<file path="src/rtl/receiver_pkg.sv">
// rtl/receiver_pkg.sv - shared constants, state encoding and CRC-32 byte step for the GMII receiver
package receiver_pkg;

    localparam int HDR_LEN   = 0;
    localparam int HDR_TS0   = 1;
    localparam int HDR_TS1   = 2;
    localparam int HDR_TS2   = 3;
    localparam int HDR_TS3   = 4;
    localparam int HDR_FCS0  = 5;
    localparam int HDR_FCS1  = 6;
    localparam int HDR_WORDS = 7;

    localparam logic [7:0]  PREAMBLE_BYTE = 8'h55;
    localparam logic [7:0]  SFD_BYTE      = 8'hD5;
    localparam logic [31:0] CRC_RESIDUE   = 32'hC704DD7B;
    localparam logic [31:0] CRC_POLY      = 32'h04C11DB7;

    typedef enum logic [2:0] {
        ST_IDLE,
        ST_PREAMBLE,
        ST_DATA,
        ST_HDR_WR,
        ST_DROP
    } rx_state_t;

    // MSB-first register, bits fed LSB-first as they arrive on the wire.
    function automatic logic [31:0] crc32_byte(input logic [31:0] crc, input logic [7:0] data);
        logic [31:0] c;
        logic        fb;
        c = crc;
        for (int i = 0; i < 8; i++) begin
            fb = c[31] ^ data[i];
            c  = {c[30:0], 1'b0};
            if (fb) begin
                c = c ^ CRC_POLY;
            end
        end
        return c;
    endfunction

endpackage

</file>
<file path="src/rtl/receiver_if.sv">
// rtl/receiver_if.sv - RX slot ring write bus
interface receiver_if;
    logic [15:0] slot_rx_eth_data;
    logic [1:0]  slot_rx_eth_byte_en;
    logic [13:0] slot_rx_eth_addr;
    logic        slot_rx_eth_wr_en;

    modport master (
        output slot_rx_eth_data,
        output slot_rx_eth_byte_en,
        output slot_rx_eth_addr,
        output slot_rx_eth_wr_en
    );

    modport slave (
        input slot_rx_eth_data,
        input slot_rx_eth_byte_en,
        input slot_rx_eth_addr,
        input slot_rx_eth_wr_en
    );
endinterface

</file>
<file path="src/rtl/receiver_rx_crc32.sv">
// rtl/receiver_rx_crc32.sv - byte-wide Ethernet CRC-32 register with residue compare
module rx_crc32
    import receiver_pkg::*;
(
    input  logic       clk,
    input  logic       rst_n,
    input  logic       init,
    input  logic       data_en,
    input  logic [7:0] data,
    output logic       residue_ok
);
    logic [31:0] crc_q;

    always_ff @(posedge clk or negedge rst_n) begin
        if (!rst_n) begin
            crc_q <= '1;
        end else if (init) begin
            crc_q <= '1;
        end else if (data_en) begin
            crc_q <= crc32_byte(crc_q, data);
        end
    end

    assign residue_ok = (crc_q == CRC_RESIDUE);
endmodule

</file>
<file path="src/rtl/receiver.sv">
// rtl/receiver.sv - GMII frame receiver into the RX slot ring; option macro RX_FCS_DROP_EN
module receiver
    import receiver_pkg::*;
#(
    parameter int MAX_FRAME = 1522,
    parameter int MIN_FRAME = 64
) (
    input  logic        gmii_rx_clk,
    input  logic        sys_rst_n,
    input  logic [63:0] global_counter,
    input  logic [7:0]  gmii_rxd,
    input  logic        gmii_rx_dv,
    input  logic        gmii_rx_er,
    receiver_if.master  slot,
    output logic [13:0] mem_wr_ptr,
    input  logic [13:0] mem_rd_ptr,
    output logic [31:0] rx_frame_count,
    output logic [15:0] rx_drop_count
);
    localparam logic [15:0] MIN_CNT = 16'(MIN_FRAME);
    localparam logic [15:0] MAX_CNT = 16'(MAX_FRAME);

    logic [7:0]  rxd_q;
    logic        dv_q, er_q, dv_prev;
    rx_state_t   state, next_state;

    logic [63:0] ts_q;
    logic [13:0] wp;
    logic [15:0] byte_cnt;
    logic [7:0]  hold_byte;
    logic [31:0] fcs_sr;
    logic        er_seen;
    logic [2:0]  hdr_idx;
    logic        publish;

    logic [15:0] wr_data;
    logic [1:0]  wr_be;
    logic [13:0] wr_addr;
    logic        wr_en;

    logic        dv_rise, hdr_room, wp_full, frame_bad, crc_ok;
    logic        fcs_drop, fcs_flag;
    logic [13:0] hdr_gap;
    logic [15:0] hdr_word;
    logic        sfd_hit, byte_take, tail_wr, hdr_wr, hdr_last, drop_enter;

    rx_crc32 u_crc (
        .clk        (gmii_rx_clk),
        .rst_n      (sys_rst_n),
        .init       (sfd_hit),
        .data_en    (byte_take),
        .data       (rxd_q),
        .residue_ok (crc_ok)
    );

`ifdef RX_FCS_DROP_EN
    assign fcs_drop = ~crc_ok;
    assign fcs_flag = 1'b0;
`else
    assign fcs_drop = 1'b0;
    assign fcs_flag = ~crc_ok;
`endif

    assign dv_rise   = dv_q & ~dv_prev;
    // Header words land at mem_wr_ptr..+6; none of them may step onto the reader.
    assign hdr_gap   = mem_rd_ptr - mem_wr_ptr - 14'd1;
    assign hdr_room  = (hdr_gap >= 14'(HDR_WORDS));
    assign wp_full   = ((wp + 14'd1) == mem_rd_ptr);
    assign frame_bad = er_seen | (byte_cnt < MIN_CNT) | (byte_cnt > MAX_CNT) | fcs_drop;

    always_ff @(posedge gmii_rx_clk or negedge sys_rst_n) begin
        if (!sys_rst_n) begin
            state <= ST_IDLE;
        end else begin
            state <= next_state;
        end
    end

    always_comb begin
        next_state = state;
        sfd_hit    = 1'b0;
        byte_take  = 1'b0;
        tail_wr    = 1'b0;
        hdr_wr     = 1'b0;
        hdr_last   = 1'b0;
        drop_enter = 1'b0;
        case (state)
            ST_IDLE: begin
                if (dv_rise) begin
                    next_state = ST_PREAMBLE;
                end
            end
            ST_PREAMBLE: begin
                if (!dv_q) begin
                    next_state = ST_DROP;
                    drop_enter = 1'b1;
                end else if (rxd_q == SFD_BYTE) begin
                    if (hdr_room) begin
                        next_state = ST_DATA;
                        sfd_hit    = 1'b1;
                    end else begin
                        next_state = ST_DROP;
                        drop_enter = 1'b1;
                    end
                end else if (rxd_q != PREAMBLE_BYTE) begin
                    next_state = ST_DROP;
                    drop_enter = 1'b1;
                end
            end
            ST_DATA: begin
                if (dv_q) begin
                    if ((byte_cnt == MAX_CNT) || (byte_cnt[0] && wp_full)) begin
                        next_state = ST_DROP;
                        drop_enter = 1'b1;
                    end else begin
                        byte_take = 1'b1;
                    end
                end else if (frame_bad || (byte_cnt[0] && wp_full)) begin
                    next_state = ST_DROP;
                    drop_enter = 1'b1;
                end else begin
                    tail_wr    = byte_cnt[0];
                    next_state = ST_HDR_WR;
                end
            end
            ST_HDR_WR: begin
                hdr_wr = 1'b1;
                if (hdr_idx == 3'(HDR_FCS1)) begin
                    hdr_last = 1'b1;
                    // A frame that started during the header missed its preamble.
                    if (dv_q) begin
                        next_state = ST_DROP;
                        drop_enter = 1'b1;
                    end else begin
                        next_state = ST_IDLE;
                    end
                end
            end
            ST_DROP: begin
                if (!dv_q) begin
                    next_state = ST_IDLE;
                end
            end
            default: next_state = ST_IDLE;
        endcase
    end

    always_comb begin
        hdr_word = 16'h0000;
        case (hdr_idx)
            3'(HDR_LEN):  hdr_word = (byte_cnt - 16'd4) | {fcs_flag, 15'h0000};
            3'(HDR_TS0):  hdr_word = ts_q[63:48];
            3'(HDR_TS1):  hdr_word = ts_q[47:32];
            3'(HDR_TS2):  hdr_word = ts_q[31:16];
            3'(HDR_TS3):  hdr_word = ts_q[15:0];
            3'(HDR_FCS0): hdr_word = fcs_sr[31:16];
            3'(HDR_FCS1): hdr_word = fcs_sr[15:0];
            default:      hdr_word = 16'h0000;
        endcase
    end

    always_ff @(posedge gmii_rx_clk or negedge sys_rst_n) begin
        if (!sys_rst_n) begin
            rxd_q          <= '0;
            dv_q           <= 1'b0;
            er_q           <= 1'b0;
            dv_prev        <= 1'b0;
            ts_q           <= '0;
            wp             <= '0;
            byte_cnt       <= '0;
            hold_byte      <= '0;
            fcs_sr         <= '0;
            er_seen        <= 1'b0;
            hdr_idx        <= '0;
            publish        <= 1'b0;
            wr_data        <= '0;
            wr_be          <= '0;
            wr_addr        <= '0;
            wr_en          <= 1'b0;
            mem_wr_ptr     <= '0;
            rx_frame_count <= '0;
            rx_drop_count  <= '0;
        end else begin
            rxd_q   <= gmii_rxd;
            dv_q    <= gmii_rx_dv;
            er_q    <= gmii_rx_er;
            dv_prev <= dv_q;
            wr_en   <= 1'b0;
            wr_be   <= 2'b00;
            publish <= hdr_last;

            if (publish) begin
                mem_wr_ptr     <= wp;
                rx_frame_count <= rx_frame_count + 32'd1;
            end
            if (drop_enter && (rx_drop_count != 16'hFFFF)) begin
                rx_drop_count <= rx_drop_count + 16'd1;
            end

            if (sfd_hit) begin
                ts_q     <= global_counter;
                wp       <= mem_wr_ptr + 14'(HDR_WORDS);
                byte_cnt <= '0;
                er_seen  <= 1'b0;
                hdr_idx  <= '0;
            end

            if (byte_take) begin
                byte_cnt <= byte_cnt + 16'd1;
                er_seen  <= er_seen | er_q;
                fcs_sr   <= {fcs_sr[23:0], rxd_q};
                if (byte_cnt[0]) begin
                    wr_en   <= 1'b1;
                    wr_be   <= 2'b11;
                    wr_addr <= wp;
                    wr_data <= {hold_byte, rxd_q};
                    wp      <= wp + 14'd1;
                end else begin
                    hold_byte <= rxd_q;
                end
            end

            if (tail_wr) begin
                wr_en   <= 1'b1;
                wr_be   <= 2'b10;
                wr_addr <= wp;
                wr_data <= {hold_byte, 8'h00};
                wp      <= wp + 14'd1;
            end

            if (hdr_wr) begin
                wr_en   <= 1'b1;
                wr_be   <= 2'b11;
                wr_addr <= mem_wr_ptr + {11'd0, hdr_idx};
                wr_data <= hdr_word;
                hdr_idx <= hdr_idx + 3'd1;
            end
        end
    end

    assign slot.slot_rx_eth_data    = wr_data;
    assign slot.slot_rx_eth_byte_en = wr_be;
    assign slot.slot_rx_eth_addr    = wr_addr;
    assign slot.slot_rx_eth_wr_en   = wr_en;
endmodule

</file>
<file path="src/flat_wrapper.sv">
// flat-port wrapper written by rule: the top's interface ports become plain ports
module receiver_flat import receiver_pkg::*;
#(
    parameter int MAX_FRAME = 1522,
    parameter int MIN_FRAME = 64
)
  (gmii_rx_clk, sys_rst_n, global_counter, gmii_rxd, gmii_rx_dv, gmii_rx_er, mem_wr_ptr, mem_rd_ptr, rx_frame_count, rx_drop_count, slot_slot_rx_eth_data, slot_slot_rx_eth_byte_en, slot_slot_rx_eth_addr, slot_slot_rx_eth_wr_en);
  receiver_if slot_i ();
  input  logic gmii_rx_clk;
  input  logic sys_rst_n;
  input  logic [63:0] global_counter;
  input  logic [7:0] gmii_rxd;
  input  logic gmii_rx_dv;
  input  logic gmii_rx_er;
  output logic [13:0] mem_wr_ptr;
  input  logic [13:0] mem_rd_ptr;
  output logic [31:0] rx_frame_count;
  output logic [15:0] rx_drop_count;
  output wire logic [$bits(slot_i.slot_rx_eth_data)-1:0] slot_slot_rx_eth_data;
  output wire logic [$bits(slot_i.slot_rx_eth_byte_en)-1:0] slot_slot_rx_eth_byte_en;
  output wire logic [$bits(slot_i.slot_rx_eth_addr)-1:0] slot_slot_rx_eth_addr;
  output wire logic [$bits(slot_i.slot_rx_eth_wr_en)-1:0] slot_slot_rx_eth_wr_en;
  assign slot_slot_rx_eth_data = slot_i.slot_rx_eth_data;
  assign slot_slot_rx_eth_byte_en = slot_i.slot_rx_eth_byte_en;
  assign slot_slot_rx_eth_addr = slot_i.slot_rx_eth_addr;
  assign slot_slot_rx_eth_wr_en = slot_i.slot_rx_eth_wr_en;
  receiver #(.MAX_FRAME(MAX_FRAME), .MIN_FRAME(MIN_FRAME)) u_core (.gmii_rx_clk(gmii_rx_clk), .sys_rst_n(sys_rst_n), .global_counter(global_counter), .gmii_rxd(gmii_rxd), .gmii_rx_dv(gmii_rx_dv), .gmii_rx_er(gmii_rx_er), .slot(slot_i), .mem_wr_ptr(mem_wr_ptr), .mem_rd_ptr(mem_rd_ptr), .rx_frame_count(rx_frame_count), .rx_drop_count(rx_drop_count));
endmodule
</file>
<file path="config.mk">
export PLATFORM = sky130hd
export DESIGN_NAME = receiver_flat
export DESIGN_NICKNAME = d
export VERILOG_FILES = /design/src/rtl/receiver_pkg.sv /design/src/rtl/receiver_if.sv /design/src/rtl/receiver_rx_crc32.sv /design/src/rtl/receiver.sv /design/src/flat_wrapper.sv
export SDC_FILE = /design/constraint.sdc
export NUM_CORES = 1
export LEC_CHECK = 0
export CAP_MARGIN = 10
export CORE_ASPECT_RATIO = 1.2
export CORE_MARGIN = 3
export CORE_UTILIZATION = 25
export CTS_CLUSTER_DIAMETER = 60
export DETAILED_ROUTE_END_ITERATION = 12
export SETUP_SLACK_MARGIN = 0.02
export SLEW_MARGIN = 20
export SYNTH_ARGS = -nofsm -noshare
export SYNTH_HDL_FRONTEND = slang
export SYNTH_SLANG_ARGS = --single-unit
</file>
<file path="constraint.sdc">
create_clock -name gmii_rx_clk -period 3.2 [get_ports gmii_rx_clk]
set_input_delay 0.32 -clock gmii_rx_clk [delete_from_list [all_inputs] [get_ports gmii_rx_clk]]
set_output_delay 0.32 -clock gmii_rx_clk [all_outputs]
set_load 0.005 [all_outputs]
</file>
Yosys cells after proc, flatten, opt, wreduce, memory -nomap -nowiden
Index checks and enable logic that the tools add are counted.

Mux-type cells: 86. Reduce and logical (&&, ||, !) cells: 13. $add $sub $neg: 10. Shift operators: 0. Magnitude comparators: 3. Bitwise gates (word level): 24. Equal/unequal tests: 21. Div/mod/pow operators: 0. $mul: 0.

Operators with widths (count): two-way mux 32 bit (16); two-way mux 27 bit (8); two-way mux 14 bit (8); inverter 14 bit (8); one-hot mux 16 bit (7 select lines) (1); two-way mux 16 bit (6); two-way mux 3 bit (13); adder 16 x 1 -> 16 bit, second input constant (2); adder 32 x 1 -> 32 bit, second input constant (1); == test 32 bit, second input constant (1); two-way mux 1 bit (28); == test 16 x 11 -> 1 bit, second input constant (1); > comparator 16 x 11 -> 1 bit, second input constant (1); less-than comparator 16 x 7 -> 1 bit, second input constant (1); inequality test 16 bit, second input constant (1); OR 16 bit (1); subtractor 16 x 3 -> 16 bit, second input constant (1); one-hot mux 3 bit (5 select lines) (1); adder 14 x 1 -> 14 bit, second input constant (1); adder 14 x 3 -> 14 bit (1); adder 14 x 3 -> 14 bit, second input constant (1); == test 14 bit (1); >= comparator 14 x 3 -> 1 bit, second input constant (1); subtractor 14 x 1 -> 14 bit, second input constant (1); other kinds (24) (52).

Bits in latches: 0. Register bits: 280. Bits in writable memories: 0. Bits of input ports: 90. Word-level logic and storage cells: 178. Memory bits (read-only): 0. Output and inout port bits: 95. Memories: 0.

Depth between registers and ports, before layout
Gate-level depths: netlist of run 1.

Word-level depth: 37. Gate-level depth with buffers: 14. Gate-level depth less buffers: 12.

By module
From an unflattened synthesis of run 1, not the netlist that was laid out.

Cell total of the unflattened synthesis: 1523. Area total of the unflattened synthesis: 15482.3 µm².

Modules (own cells, without submodules): receiver (area an instance 13108.8 µm², cells an instance 1339, times used 1, sequential area each 6180.9 µm²); rx_crc32 (area an instance 2373.5 µm², cells an instance 184, times used 1, sequential area each 840.8 µm²).

Least setup slack after synthesis of run 1
Ideal clock, no wire load.

Kind: reg2reg. Start point: register u_core.mem_wr_ptr[0]. End point: register u_core.ts_q[10]. Setup slack: -232 ps. Stages on the path, launching flop included: 13. Setup time: 125 ps. Required time: 3075 ps. Arrival time: 3308 ps. Period minus slack after synthesis: 3432 ps. Path through: dfrtp_1 -> inv_1 -> ha_1 -> fa_1 -> a211oi_1 -> xnor2_1 -> o2111ai_1 -> a2111o_1 -> nor4_1 -> a41o_1 -> buf_2 -> buf_2 -> mux2_2.

Longest elaborated chain between the ends: 7.

RTL lines: start: declaration (RTL line receiver.sv:15) `output logic [13:0] mem_wr_ptr,`; start signal: assignment (RTL line receiver.sv:193) `mem_wr_ptr <= wp;`; subtractor 14 bit (RTL line receiver.sv:66) `assign hdr_gap = mem_rd_ptr - mem_wr_ptr - 14'd1;`; subtractor 14 x 1 -> 14 bit (RTL line receiver.sv:66); >= comparator 14 x 3 -> 1 bit (RTL line receiver.sv:67) `assign hdr_room = (hdr_gap >= 14'(HDR_WORDS));`; two-way mux 1 bit (RTL line receiver.sv:98) `if (hdr_room) begin`; two-way mux 1 bit (RTL line receiver.sv:97) `end else if (rxd_q == SFD_BYTE) begin`; two-way mux 1 bit (RTL line receiver.sv:94) `if (!dv_q) begin`; two-way mux 1 bit (RTL line receiver.sv:87) `case (state)`; end signal: assignment (RTL line receiver.sv:201) `ts_q <= global_counter;`; end: declaration (RTL line receiver.sv:27) `logic [63:0] ts_q;`.

Every way passes these cells. A chain may end at the register's enable or synchronous reset.

Final worst setup path of run 1
Start point: register u_core.mem_wr_ptr[0]. End point: register u_core.ts_q[7].

The elaborated chain is that of the path after synthesis.

==> summary.txt, run 1 <==
Status
  • Outcome: complete, but fails checks
  • Failing checks: negative setup slack

Hold path
  • Hold crit path type: primary input to flop
  • Min-delay src: gmii_rx_er
  • End of the worst hold path: u_core.er_q$_DFF_PN0_
  • Hold Path Depth: 1

Floorplan
  • Boundary Pins: 185
  • Initial Util: 0.255
  • Die area: 62900 um2
  • Die Y: 274 um
  • Die width: 229 um
  • Core Area: 58900 um2
  • Rows: 97

Synth
  • Avg Inst Size Synth: 10.3 um2
  • Distinct cells, synth: 73
  • Syn Nets: 1578
  • Top cells by area, synth: dfrtp_1 (41%), mux2_2 (8.9%), xnor2_1 (7.1%)
  • Gate Count Post-Synth: 1456
  • Synth top cells by count: dfrtp_1 (247), nand2_1 (144), xnor2_1 (121)
  • EDFF count, synth: 0
  • Area fraction of the dominant cell type after synthesis: 0.413
  • Yosys top cell by area: dfrtp_1
  • Register area share after synthesis: 0.469
  • Async set or reset register ratio after synthesis: 1.00
  • Top FF cell, synth: dfrtp_1
  • Post-Syn Area: 15000 um2
  • Top-count cell post-synth: dfrtp_1
  • Yosys reg bits: 279
  • Yosys Warn Count: 0

Setup path
  • Reg-to-reg setup timing slack: -40 ps
  • Critical path peak fanout: 20
  • Startpoint class of the critical path: flop
  • Worst EP required: 3650 ps
  • Crit path DAT: 3690 ps
  • R2R Path End: u_core.ts_q[7]$_DFFE_PN0P_
  • Worst R2R Path Depth: 12
  • Worst r2r src: u_core.mem_wr_ptr[0]$_DFFE_PN0P_
  • Setup CP Type: flop to flop
  • Setup crit end kind: flop

Drt
  • WL final: 49100 um
  • Drt pass-1 iters: 6
  • Via count: 12600
  • Drt first-iter violations: 1126
  • DR vias/cell: 4.85
  • Post-DR wirelength/cell: 18.9 um
  • # DRC: 0
  • Final ANT Viol Nets: 0

Clock tree
  • CTS Buf Count: 38
  • CTS clk-pin slew, worst paths: 60 ps
  • Clk Tree Root Cell: clkbuf_16
  • Htree depth: 2
  • Clock Path Buffers: 3
  • CTS tree: done
  • Clock sink count: 279
  • Insertion delay to the later sink of the worst-skew pair: 590 ps

STA
  • Final min period: 3240 ps
  • Final Slew Violations: 0
  • Slew @ Worst Pin: 877 ps
  • Unrepaired setup endpoints after global routing: true
  • # setup viols final: 51
  • Clock skew: 37.6 ps
  • Slack of the critical path: -44.1 ps
  • Slew margin rel.: 0.415
  • Hold Vio Cnt, Final: 0
  • Fmax: 308 MHz
  • Crit share post-route: 1.01

GRT
  • Initial antenna violation count: 1
  • Vias in the first global route: 12900
  • First-pass GRT wire length: 75400 um
  • Gr ovfl total: 0
  • All-Layer GR Usage: 0.152
  • Pin count of the biggest net entering global routing: 96

Placed design
  • Dpl hpwl: 35500 um
  • RePlAce Congestion: 0.882
  • Pre-CTS setup slack: -672 ps
  • Cells after DPL: 2518
  • PortBufs: 184
  • Area after DPL: 18900 um2

Power and ir drop
  • Pwr Density: 640 nW/um2
  • Static leakage: 8.79 nW
  • Seq pwr share: 0.344
  • Peak supply drop: 0.433 mV
  • Total power: 13.2 mW
  • Clock power frac: 0.334
  • Switch share: 0.334
  • Sw power: 4.41 mW
  • Internal Dissipation: 8.81 mW
  • Logic pwr share: 0.322

Cells and area
  • Syn-to-layout area delta: 37.9%
  • Fin nets: 1905
  • Filler cell count: 5960
  • ANT cells: 0
  • Non-Filler Cell Area, Final: 20700 um2
  • Final std cells w/o fill: 2602
  • Layout cell share with drive strength beyond 1: 0.250

Run
  • Total of max-cap violations: 0
placed cells by master, fill, tap and decap left out, types with 6 or more instances in the layout:
cell type and count:
a21o_1 7, a21oi_1 50, a221o_1 10, a221oi_1 8
a222oi_1 19, a31oi_1 8, and2_1 10, and3_1 27
buf_12 14, buf_4 160, buf_6 11, clkbuf_1 6
clkbuf_16 40, clkbuf_8 7, clkdlybuf4s50_1 183, dfrtp_1 243
dfstp_2 32, ha_1 28, inv_1 35, mux2_2 118
mux2i_1 7, nand2_1 141, nand2b_1 7, nand3_1 49
nand4_1 23, nor2_1 88, nor2b_1 14, nor3_1 16
nor4_1 11, o211ai_1 35, o21ai_0 83, xnor2_1 119
xor2_1 53
critical path, cell delays in order, from the launching register on:
cell and delay (ps):
dfrtp_1 360, inv_2 60, ha_4 160, fa_2 370, a211oi_4 310, xnor2_1 160, o2111ai_1 130, a2111o_1 420
nor4_4 180, a41o_4 340, buf_12 130, buf_12 160, mux2_2 350
area by class of cell:
cell class / instances / area (um2) / area share
Clock buffer: 51 / 1070 / 0.0518
Timing Repair Buffer: 373 / 3540 / 0.171
Inverter: 38 / 143 / 0.00691
Clock inverter: 16 / 255 / 0.0124
Multi-Input combinational cell: 1053 / 7630 / 0.369
Tap cell: 792 / 991 / 0.0480
Sequential cell: 279 / 7030 / 0.340
cells by family (layout without fill, tap and decap cells):
kind of cell,after synthesis,count (layout),share of synthesized area
multiplexers,127,127,0.0948
AO/OA/AOI/OAI,285,285,0.128
AND/OR/NAND/NOR,434,435,0.142
XOR/XNOR,174,174,0.102
adder cells (fa/ha/maj),32,32,0.0277
flip-flops,279,279,0.469
buffers and inverters,125,478,0.0369
power by group through the flow:
stage	combinational, mW	sequential [mW]	clock (mW)
after CTS	4.24	4.54	4.55
after detailed placement	4.15	4.60	0
after floorplan	2.45	4.45	0
after global routing	4.62	4.61	4.70
final	4.25	4.55	4.42
after global placement	4.14	4.59	0
per-stage QoR:
step / utilization / hold slack, ps / setup TNS (ps)
final: 0.351 / 189 / -796
after detailed placement: 0.321 / 435 / -97910
after floorplan: - / 24.4 / 0
after global routing: 0.351 / 169 / -12510
after CTS: 0.348 / 167 / -2680
after global placement: 0.321 / 433 / -88590
metal layers:
metal | GRT usage | up-vias | wire, um
met1 | 0.200 | 6284 | 21600
li1 | - | 5872 | -
met5 | 0 | - | 0
met3 | 0.0240 | 75 | 2350
met4 | 0.0484 | 0 | 1290
met2 | 0.255 | 380 | 23900
what timing repair did:
action	CTS	global route
resized for setup	33	31
endpoints found under the hold margin	81	0
setup buffers	8	4
setup endpoints to repair	143	187
pin swaps	8	8
hold buffers	1	0
gates cloned	2	3
sequential cells by signal (all words and copies together) (netlist names), 14 cells and up:
register / cells
u_core.ts_q: 64
u_core.fcs_sr: 32
u_core.rx_frame_count: 32
u_core.u_crc.crc_q: 32
u_core.byte_cnt: 16
u_core.rx_drop_count: 16
u_core.slot.slot_rx_eth_data: 16
u_core.mem_wr_ptr: 14
u_core.slot.slot_rx_eth_addr: 14
u_core.wp: 14
worst max-delay path by stage:
stage / from / to / slack, ps
6_report: u_core.mem_wr_ptr[0]$_DFFE_PN0P_ / u_core.ts_q[7]$_DFFE_PN0P_ / -40
4_1_cts: u_core.mem_wr_ptr[0]$_DFFE_PN0P_ / u_core.ts_q[7]$_DFFE_PN0P_ / -60
2_1_floorplan: u_core.mem_wr_ptr[0]$_DFFE_PN0P_ / u_core.rx_drop_count[6]$_DFFE_PN0P_ / 10
5_1_grt: u_core.mem_wr_ptr[0]$_DFFE_PN0P_ / u_core.ts_q[42]$_DFFE_PN0P_ / -170
3_3_place_gp: mem_rd_ptr[0] / u_core.wp[0]$_DFF_PN0_ / -610
3_5_place_dp: mem_rd_ptr[0] / u_core.ts_q[57]$_DFFE_PN0P_ / -670
Note: power is estimated with default switching activity, not from simulation.
==> run 2: changes to the inputs <==
--- a/config.mk
+++ b/config.mk
@@ -5,6 +5,7 @@
 export SDC_FILE = /design/constraint.sdc
 export NUM_CORES = 1
 export LEC_CHECK = 0
+export ABC_AREA = 1
 export CAP_MARGIN = 10
 export CORE_ASPECT_RATIO = 1.2
 export CORE_MARGIN = 3
==> summary.txt, run 2 <==
Status
  • Outcome: finished, final reports clean

Setup path
  • Slowest CP cell: dfrtp_1
  • Crit path DAT: 3380 ps (-310 ps)
  • Cells along the critical path: ha_1 -> buf_4 -> nand3_1 -> nand2_1 -> nand2_1 -> a21oi_1 -> nand3_1 -> nor2_1 -> nand3_2 -> nand3_2 -> buf_4 -> o22ai_1
  • Critical path peak fanout: 52 (+160%)
  • CP Launch Point: u_core.wp[0]$_DFF_PN0_
  • Startpoint class of the critical path: flop
  • Setup CP Type: flop to flop
  • Setup crit end kind: flop
  • Crit-path max cell delay: 570 ps (+150 ps)
  • CP bufs+invs: 2 (-1)
  • Worst r2r src: u_core.wp[0]$_DFF_PN0_
  • Crit path max-delay family: simple AND/OR/NAND/NOR gates
  • Worst EP required: 3600 ps (-50 ps)

GRT
  • First-pass GRT wire length: 81000 um (+7.4%)
  • All-Layer GR Usage: 0.155 (+0.00298)
  • Vias in the first global route: 13800 (+7.6%)
  • GRT met3 Usage: 0.0302 (+0.00623)
  • Busiest grt layer: met2
  • Met1 GRT Util: 0.201 (+0.000856)
  • GR Util met2: 0.256 (+0.00151)
  • Gr ovfl total: 0 (unchanged)
  • Pin count of the biggest net entering global routing: 98 (+2.1%)
  • Initial antenna violation count: 5 (+4)

Floorplan
  • Initial Util: 0.254 (-0.000425)
  • Die Y: 282 um (+2.7%)
  • Die area: 66400 um2 (+5.5%)
  • Rows: 100 (+3.1%)
  • Boundary Pins: 185 (unchanged)
  • Core Area: 62300 um2 (+5.9%)
  • Die width: 236 um (+2.7%)

Cells and area
  • Max reg flops: 64 (unchanged)
  • Fin util: 0.322 (-0.0283)
  • Commonest non-fill, non-tap cell in the layout: nand2_1
  • Non-Filler Cell Area, Final: 20100 um2 (-2.7%)
  • Largest Register: u_core.ts_q
  • Layout cell share with drive strength beyond 1: 0.0780 (-0.172)
  • Syn-to-layout area delta: 26.9%
  • Fin nets: 2376 (+25%)
  • Filler cell count: 6656 (+12%)
  • Commonest non-fill, non-tap cells in the layout: nand2_1 (638), dfrtp_1 (247), inv_1 (222), clkdlybuf4s50_1 (183), o21ai_0 (146)

Power and ir drop
  • Peak supply drop: 0.373 mV (-14%)
  • Pwr Density: 520 nW/um2 (-19%)
  • Static leakage: 9.50 nW (+8.0%)

Placed design
  • Pre-CTS setup slack: -47.7 ps (+624 ps)
  • Area after DPL: 18900 um2 (about the same)
  • Dpl hpwl: 39800 um (+12%)
  • RePlAce Congestion: 0.922 (+4.5%)
  • PortBufs: 184 (unchanged)

Synth
  • Syn Nets: 2169 (+37%)
  • EDFF count, synth: 0 (unchanged)
  • Distinct cells, synth: 48 (-34%)
  • Async set or reset register ratio after synthesis: 1.00 (unchanged)
  • Top-count cell post-synth: nand2_1
  • Yosys reg bits: 279 (unchanged)
  • Register area share after synthesis: 0.444 (-0.0252)
  • Top cells by area, synth: dfrtp_1 (39%), nand2_1 (15%), xor2_1 (5.7%)
  • Yosys top cell by area: dfrtp_1
  • Avg Inst Size Synth: 7.73 um2 (-25%)
  • Area fraction of the dominant cell type after synthesis: 0.390 (-0.0222)
  • Yosys Warn Count: 0 (unchanged)
  • Post-Syn Area: 15800 um2 (+5.7%)
  • Gate Count Post-Synth: 2047 (+41%)
  • Top FF cell, synth: dfrtp_1
  • Synth top cells by count: nand2_1 (638), dfrtp_1 (247), inv_1 (222)

Hold path
  • Hold crit path type: primary input to flop
  • Min-delay src: gmii_rxd[7]

Drt
  • DR vias/cell: 4.62 (-4.7%)
  • Final ANT Viol Nets: 0 (unchanged)
  • WL final: 52400 um (+6.6%)
  • Via count: 14300 (+14%)
  • Drt first-iter violations: 933 (-17%)
  • Drt pass-1 iters: 5 (-1)
  • # DRC: 0 (unchanged)
  • Post-DR wirelength/cell: 16.9 um (-11%)

STA
  • Final Slew Violations: 0 (unchanged)
  • Hold Vio Cnt, Final: 0 (unchanged)
  • Crit share post-route: 0.930 (-0.0840)
  • Fmax: 336 MHz (+9.0%)
  • Unrepaired setup endpoints after global routing: true
  • Hold Slack: 207 ps (+18.5 ps)
  • Slew @ Worst Pin: 685 ps (-192 ps)
  • # setup viols final: 0 (-100%)
  • Final min period: 2980 ps (-269 ps)
  • Slew margin rel.: 0.543 (+0.128)
  • Slack of the critical path: 225 ps (+269 ps)
  • Clock skew: 31.4 ps (-6.15 ps)

Clock tree
  • CTS clk-pin slew, worst paths: 60 ps (about the same)
  • Clock sink count: 279 (unchanged)
  • Clk Tree Root Cell: clkbuf_16
  • CTS tree: done
  • Insertion delay to the later sink of the worst-skew pair: 570 ps (-20 ps)
  • CTS Buf Count: 36 (-5.3%)
  • Htree depth: 2 (unchanged)
  • Clock Path Buffers: 3 (unchanged)

Run
  • Total of max-cap violations: 0 (unchanged)
[run 2: cell count changes after synthesis, moves of 21 or more]
cell,change
nand2_1,+494
inv_1,+185
mux2_2,-119
nand3_1,+90
xnor2_1,-87
o21ai_0,+61
xor2_1,+50
nand4_1,+32
and3_1,-26
o22ai_1,+26
a21oi_1,-21
[run 2: final timing paths]
kind,endpoint,slack (ps),depth (start not counted)
min in group asynchronous,u_core.ts_q[43]$_DFFE_PN0P_,320,2
hold / removal,u_core.rxd_q[7]$_DFF_PN0_,210,1
setup reg to reg,u_core.byte_cnt[2]$_DFFE_PN0P_,220,12
max in group asynchronous,u_core.u_crc.crc_q[6]$_DFFE_PN1P_,2000,3
hold reg to reg,u_core.rx_frame_count[31]$_DFFE_PN0P_,470,1
setup / recovery,u_core.byte_cnt[2]$_DFFE_PN0P_,220,12
[run 2: cell type report]
cell class | count | area, um2 | share of cell area
clock inverters | 17 | 163 | 0.00809
inverters | 231 | 870 | 0.0433
flip-flops and latches | 279 | 7020 | 0.349
clock buffers | 49 | 1010 | 0.0502
diodes | 2 | 5.00 | 0.000249
multi-input cells | 1463 | 7630 | 0.380
repair buffers | 243 | 2370 | 0.118
well taps | 816 | 1020 | 0.0508
[run 2: stage by stage]
stage,power (mW),setup TNS (ps),std cells
finish,10.4,0,3100
detailed placement,6.44,-1020,3030
CTS,10.6,0,3097
global route,11.0,0,3100
floorplan,5.57,0,2047
global placement,6.43,-281,3030
[run 2: per-layer routing]
metal	up-vias	wire (um)
met5	-	27
met4	4	1910
met3	101	2910
met2	387	24800
met1	6737	22800
li1	7089	-
[run 2: cells by family after synthesis]
family	count (synthesis)	synth area share
AOI/OAI and AO/OA	278	0.0999
xor gates and xnor gates	142	0.0831
adders and majority gates	32	0.0262
buffers and inverters	305	0.0763
DFF	279	0.444
and+or+nand+nor	1011	0.271
[run 2: where the power goes]
part | internal (mW) | switching (mW) | leakage (nW) | total [mW]
Clock | 2.33 | 1.73 | 0.583 | 4.06
Combinational | 0.933 | 1.44 | 5.57 | 2.37
Sequential | 3.78 | 0.234 | 3.34 | 4.02
[run 2: worst reg2reg max path, stage by stage, from the launching register on]
cell and delay, ps:
dfrtp_1 570, ha_1 320, buf_4 160, nand3_1 120, nand2_1 100, nand2_1 70
a21oi_1 160, nand3_1 90, nor2_1 130, nand3_2 190, nand3_2 240, buf_4 460
o22ai_1 210
[run 2: timing repair]
| action | CTS | global route |
|---|---|---|
| hold buffers | 1 | 0 |
| endpoints found under the setup margin | 0 | 120 |
| endpoints found under the hold margin | 56 | 0 |
| buffers inserted | 0 | 1 |
| resized for setup | 0 | 4 |
